**config.mk**
```make
export PLATFORM = sky130hd
export DESIGN_NAME = rx_edge_sampler_flat
export DESIGN_NICKNAME = d
export VERILOG_FILES = /design/src/rtl/rx_edge_sampler_if.sv /design/src/rtl/rx_edge_sampler.sv /design/src/flat_wrapper.sv
export SDC_FILE = /design/constraint.sdc
export NUM_CORES = 1
export LEC_CHECK = 0
export ABC_AREA = 1
export BUFFER_PORTS_ARGS = -buffer_cell sky130_fd_sc_hd__buf_2
export CORE_AREA = 2 2 60 62
export CTS_CLUSTER_SIZE = 25
export DETAILED_ROUTE_END_ITERATION = 10
export DIE_AREA = 0 0 62 64
export SETUP_SLACK_MARGIN = 0.1
export SLEW_MARGIN = 5
export SYNTH_ARGS = -nofsm -noshare
export SYNTH_HDL_FRONTEND = slang
export SYNTH_SLANG_ARGS = --single-unit
export TNS_END_PERCENT = 20
```
**constraint.sdc**
```tcl
create_clock -name clk -period 1.5 [get_ports clk]
set_clock_uncertainty 0.1 [all_clocks]
set_input_delay 0.075 -clock clk [delete_from_list [all_inputs] [get_ports clk]]
set_output_delay 0.075 -clock clk [all_outputs]
set_load 0.03 [all_outputs]
```
**src/rtl/rx_edge_sampler_if.sv**
```systemverilog
// Bundle of signals between the UART RX control FSM and the edge sampler.
// The master side (the FSM, or a bench standing in for it) drives the line,
// the configuration and the enables. The slave side (the sampler) returns
// the synchronised line, the counters and the voted bit.
interface rx_edge_sampler_if #(
  parameter int PRESCALE_W = 6,
  parameter int BIT_CNT_W  = 4
);
  logic                  rx_in;
  logic [PRESCALE_W-1:0] prescale;
  logic                  PAR_EN;
  logic                  edge_en;
  logic                  sample_data_en;
  logic                  rx_sync;
  logic [PRESCALE_W-1:0] edge_cnt;
  logic [BIT_CNT_W-1:0]  bit_cnt;
  logic                  sampled_bit;
  logic                  sample_valid;

  modport master (
    output rx_in, prescale, PAR_EN, edge_en, sample_data_en,
    input  rx_sync, edge_cnt, bit_cnt, sampled_bit, sample_valid
  );

  modport slave (
    input  rx_in, prescale, PAR_EN, edge_en, sample_data_en,
    output rx_sync, edge_cnt, bit_cnt, sampled_bit, sample_valid
  );
endinterface

```
**src/rtl/rx_edge_sampler.sv**
```systemverilog
// Timing and sampling front end of the UART receiver. Synchronises the raw
// serial line, counts oversampling edges and bit positions within a frame,
// and produces one majority-voted bit per bit period for the RX FSM.
module rx_edge_sampler #(
  parameter int PRESCALE_W = 6,
  parameter int BIT_CNT_W  = 4
) (
  input  logic              clk,
  input  logic              rst,
  rx_edge_sampler_if.slave  bus
);

  localparam logic [BIT_CNT_W-1:0] LAST_BIT_NO_PAR = BIT_CNT_W'(9);
  localparam logic [BIT_CNT_W-1:0] LAST_BIT_PAR    = BIT_CNT_W'(10);

  logic                  sync_meta;
  logic                  sync_out;
  logic [PRESCALE_W-1:0] edge_cnt;
  logic [BIT_CNT_W-1:0]  bit_cnt;
  logic                  sample_0;
  logic                  sample_1;
  logic                  sampled_bit;
  logic                  sample_valid;

  logic [PRESCALE_W-1:0] prescale_m1;
  logic [PRESCALE_W-1:0] mid;
  logic [PRESCALE_W-1:0] mid_m1;
  logic [PRESCALE_W-1:0] mid_p1;
  logic [BIT_CNT_W-1:0]  last_bit;
  logic                  sampling;
  logic                  vote;

  // Sampling window sits around the middle of each bit period; the stop bit
  // index moves out by one when a parity bit is present.
  assign prescale_m1 = bus.prescale - PRESCALE_W'(1);
  assign mid         = bus.prescale >> 1;
  assign mid_m1      = mid - PRESCALE_W'(1);
  assign mid_p1      = mid + PRESCALE_W'(1);
  assign last_bit    = bus.PAR_EN ? LAST_BIT_PAR : LAST_BIT_NO_PAR;
  assign sampling    = bus.sample_data_en && bus.edge_en;

  // The third sample is voted live from rx_sync rather than stored first, so
  // the result lands on the same edge that would have captured it.
  assign vote = (sample_0 & sample_1) | (sample_0 & sync_out) | (sample_1 & sync_out);

  // Two-flop synchroniser; resets to the idle-high line level.
  always_ff @(posedge clk) begin
    if (rst) begin
      sync_meta <= 1'b1;
      sync_out  <= 1'b1;
    end else begin
      sync_meta <= bus.rx_in;
      sync_out  <= sync_meta;
    end
  end

  // Edge counter wraps every prescale clocks; bit counter steps on each wrap
  // and rolls over after the stop bit so frames can run back to back.
  always_ff @(posedge clk) begin
    if (rst) begin
      edge_cnt <= '0;
      bit_cnt  <= '0;
    end else if (!bus.edge_en) begin
      edge_cnt <= '0;
      bit_cnt  <= '0;
    end else if (edge_cnt == prescale_m1) begin
      edge_cnt <= '0;
      if (bit_cnt == last_bit) begin
        bit_cnt <= '0;
      end else begin
        bit_cnt <= bit_cnt + BIT_CNT_W'(1);
      end
    end else begin
      edge_cnt <= edge_cnt + PRESCALE_W'(1);
    end
  end

  // Capture three mid-bit samples and publish their majority with a
  // one-cycle valid pulse that lines up with edge_cnt == mid+2.
  always_ff @(posedge clk) begin
    if (rst) begin
      sample_0     <= 1'b1;
      sample_1     <= 1'b1;
      sampled_bit  <= 1'b1;
      sample_valid <= 1'b0;
    end else begin
      sample_valid <= 1'b0;
      if (sampling) begin
        if (edge_cnt == mid_m1) begin
          sample_0 <= sync_out;
        end
        if (edge_cnt == mid) begin
          sample_1 <= sync_out;
        end
        if (edge_cnt == mid_p1) begin
          sampled_bit  <= vote;
          sample_valid <= 1'b1;
        end
      end
    end
  end

  assign bus.rx_sync      = sync_out;
  assign bus.edge_cnt     = edge_cnt;
  assign bus.bit_cnt      = bit_cnt;
  assign bus.sampled_bit  = sampled_bit;
  assign bus.sample_valid = sample_valid;

endmodule

```
**src/flat_wrapper.sv**
```systemverilog
// flat-port wrapper written by rule: the top's interface ports become plain ports
module rx_edge_sampler_flat 
#(
  parameter int PRESCALE_W = 6,
  parameter int BIT_CNT_W  = 4
)
  (clk, rst, bus_rx_in, bus_prescale, bus_PAR_EN, bus_edge_en, bus_sample_data_en, bus_rx_sync, bus_edge_cnt, bus_bit_cnt, bus_sampled_bit, bus_sample_valid);
  rx_edge_sampler_if #(.PRESCALE_W(PRESCALE_W), .BIT_CNT_W(BIT_CNT_W)) bus_i ();
  input  logic clk;
  input  logic rst;
  input wire logic [$bits(bus_i.rx_in)-1:0] bus_rx_in;
  input wire logic [$bits(bus_i.prescale)-1:0] bus_prescale;
  input wire logic [$bits(bus_i.PAR_EN)-1:0] bus_PAR_EN;
  input wire logic [$bits(bus_i.edge_en)-1:0] bus_edge_en;
  input wire logic [$bits(bus_i.sample_data_en)-1:0] bus_sample_data_en;
  output wire logic [$bits(bus_i.rx_sync)-1:0] bus_rx_sync;
  output wire logic [$bits(bus_i.edge_cnt)-1:0] bus_edge_cnt;
  output wire logic [$bits(bus_i.bit_cnt)-1:0] bus_bit_cnt;
  output wire logic [$bits(bus_i.sampled_bit)-1:0] bus_sampled_bit;
  output wire logic [$bits(bus_i.sample_valid)-1:0] bus_sample_valid;
  assign bus_i.rx_in = bus_rx_in;
  assign bus_i.prescale = bus_prescale;
  assign bus_i.PAR_EN = bus_PAR_EN;
  assign bus_i.edge_en = bus_edge_en;
  assign bus_i.sample_data_en = bus_sample_data_en;
  assign bus_rx_sync = bus_i.rx_sync;
  assign bus_edge_cnt = bus_i.edge_cnt;
  assign bus_bit_cnt = bus_i.bit_cnt;
  assign bus_sampled_bit = bus_i.sampled_bit;
  assign bus_sample_valid = bus_i.sample_valid;
  rx_edge_sampler #(.PRESCALE_W(PRESCALE_W), .BIT_CNT_W(BIT_CNT_W)) u_core (.clk(clk), .rst(rst), .bus(bus_i));
endmodule
```
==> flow_summary.json <==
{
  "postRouteAntennaNets": 0,
  "drv_cap": 0,
  "peakVddDrop_mv": 0.553,
  "wl_per_cell_um": 10.2,
  "synthAdderAreaFrac_pct": 6.60,
  "min_path_cells": 5,
  "num_vias": 1302,
  "drive_gt1_share_pct": 28.2,
  "area_delta_synth_final_pct": 25.9,
  "r2r-end": "u_core.bus.edge_cnt[5]",
  "grt_pass1_vias": 1077,
  "path_clk_slew_ns": 0.09,
  "synth_seq_cells": 16,
  "start_kind": "flop",
  "synth_cell_type_count": 25,
  "grtUsageMet2_pct": 24.5,
  "slew_headroom_pct": 83.7,
  "rr_startpoint": "u_core.bus.edge_cnt[1]",
  "worstSetupPathType": "reg2reg",
  "outcome": "finished clean",
  "numCtsBuffers": 3,
  "wl_mm": 2.97,
  "worstHoldStart": "bus_sample_data_en",
  "synth-simple-area-share_pct": 41.6,
  "synth_xor_area_share_pct": 8.15,
  "coreArea_mm2": 0.00328,
  "diodes": 0,
  "grt_pass1_wl_mm": 4.80,
  "synth_compound_area_share_pct": 5.53,
  "worstPathArrival_ns": 1.47,
  "finalNetCount": 264,
  "crit_fanout": 7,
  "chipHeight_um": 64,
  "grtUsageMet1_pct": 22.4,
  "antenna_found_initial": 0,
  "synthMuxAreaShare_pct": 0,
  "setup_violations": 0,
  "rsz0062_at_grt": "true",
  "p_total_uw": 884,
  "dieArea_mm2": 0.00397,
  "place.gp.congestion": 0.898,
  "period_share_pct": 92.8,
  "die_x_um": 62,
  "grt.met3_usage_pct": 3.04,
  "h-tree-depth": 1,
  "ios": 25,
  "postSynthAreaPerCell_um2": 6.23,
  "synth_edf_count": 0,
  "first_pass_iters": 4,
  "r2r_setup_slack_ns": 0.11,
  "rows": 21,
  "port_buffers": 24,
  "cts.sinks": 16,
  "worst_slew_pin_slew_ns": 0.243,
  "yosysTopAreaCell": "dfxtp_1",
  "placed_area_mm2": 0.00151,
  "synth_top_family_by_area": "simple AND/OR/NAND/NOR gates",
  "drt-initial-drc-count": 48,
  "synth_common_cells": "nand2_1 (63), inv_1 (30), nor2_1 (22)",
  "gr-total-overflow": 0,
  "syn-num-nets": 225,
  "viasPerCell": 4.47,
  "cts_tree": "built",
  "synthArstFlopShare_pct": 0,
  "busiest_layer": "met2",
  "ys_seq_area_share_pct": 24.8,
  "syn_area_mm2": 0.00129,
  "synth_most_common_cell": "nand2_1",
  "ff2ff_path_depth": 9,
  "clkLatencyLatePin_ns": 0.28,
  "timing.final.crit_period_ns": 1.39,
  "cts_max_path_buffers": 2,
  "whs_endpoint": "u_core.sample_1",
  "utilization_pct": 49.4,
  "hold_viol": 0,
  "hpwl_mm": 2.41,
  "initial_core_util_pct": 39.3,
  "hold_class": "in2reg",
  "drcViolationCount": 0,
  "fin_setup_tns_ns": 0,
  "fmax_mhz": 719,
  "p_leak_uw": 0.000858,
  "yosys.area.top_type_share_pct": 24.8,
  "power_density_mw_per_mm2": 544,
  "stdcell_area_mm2": 0.00162,
  "grt_max_degree": 10,
  "worstPathRequired_ns": 1.58,
  "ctsRootBufferMaster": "clkbuf_4",
  "grt_usage_pct": 16.2,
  "end_kind": "flop",
  "synth_area_leaders": "dfxtp_1 (25%), nand2_1 (18%), inv_1 (8.7%), nor2_1 (6.4%), xor2_1 (6.1%)",
  "syn_inst": 207,
  "yosys_most_used_dff": "dfxtp_1",
  "drv_slew": 0,
  "yosys_warnings": 0
}
[per-stage QoR]
| step | worst slack [ns] | instances | hold WS (ns) |
|---|---|---|---|
| finish | 0.108 | 291 | 0.140 |
| CTS | 0.0997 | 289 | 0.138 |
| global placement | -0.0599 | 281 | 0.160 |
| global route | -0.00347 | 291 | 0.175 |
| floorplan | 0.128 | 207 | 0.0474 |
| detailed placement | -0.130 | 281 | 0.162 |
[logic make-up (layout without fill, tap and decap cells)]
kind of cell	count (synthesis)	count (layout)
compound gates	13	13
xor+xnor	12	12
fa+ha+maj	7	7
buf+inv	39	77
flops	16	16
simple gates	120	120
[critical path, stage by stage, from the launching register on]
cell and delay (ns):
dfxtp_4 0.40, inv_2 0.03, nand2_1 0.05, nand2_1 0.05, nor2_1 0.10, nand2_1 0.09, nor2_4 0.16, nand3_4 0.13
nand2_4 0.13, nor2_1 0.05
[worst max path at each step]
stage                           start                endpoint  slack (ns)  depth (start not counted)
2_1_floorplan   u_core.bus.bit_cnt[0]   u_core.bus.bit_cnt[2]        0.13                          8
3_3_place_gp          bus_prescale[1]  u_core.bus.edge_cnt[3]       -0.06                         11
3_5_place_dp          bus_prescale[1]  u_core.bus.edge_cnt[3]       -0.13                         11
4_1_cts        u_core.bus.edge_cnt[4]  u_core.bus.edge_cnt[3]         0.1                          9
5_1_grt        u_core.bus.edge_cnt[4]   u_core.bus.bit_cnt[0]      -0.003                         10
6_report       u_core.bus.edge_cnt[1]  u_core.bus.edge_cnt[5]        0.11                          9
[timing repair]
action | CTS | global route
gates resized for setup | 2 | 8
setup buffers | 1 | 2
setup endpoints to repair | 8 | 14
endpoints found under the hold margin | 8 | 0
hold buffers | 3 | 0
pin swaps | 1 | 2
[layer usage]
layer  vias up  wire (um)
met5         -          0
met4         0         38
met3         2         83
met2        22       1370
met1       565       1470
li1        713          -
[flip-flops by register name, indices dropped and copies added (netlist names)]
register / cells
u_core.bus.sample_valid: 1
u_core.sync_meta: 1
u_core.bus.edge_cnt: 6
u_core.bus.bit_cnt: 4
u_core.bus.sampled_bit: 1
u_core.sample_1: 1
u_core.bus.rx_sync: 1
u_core.sample_0: 1
[final cells by class]
class | count | area, um^2
clock buffer | 4 | 26.3
inverter | 36 | 138
sequential | 16 | 340
multi-input combinational | 152 | 837
tap | 46 | 57.6
timing repair buffer | 37 | 225
fill | 358 | 1660
[report_power, final]
| group | total [uW] | switching [uW] | internal [uW] |
|---|---|---|---|
| Sequential | 431 | 7.31 | 424 |
| Clock | 236 | 133 | 103 |
| Combinational | 217 | 130 | 87.0 |
[cell usage in the layout, fill, tap and decap left out, drive strengths merged, types with 2 or more instances in the layout]
cell type,n
clkbuf,4
ha,6
xor2,9
dfxtp,16
nor2,24
buf,34
dlygate4sd3,3
inv,36
nand4,7
nand2,68
o21ai,6
nand3,16
or2,2
nor3,3
xnor2,3
a21oi,6
Power figures use the tool's default switching activity.
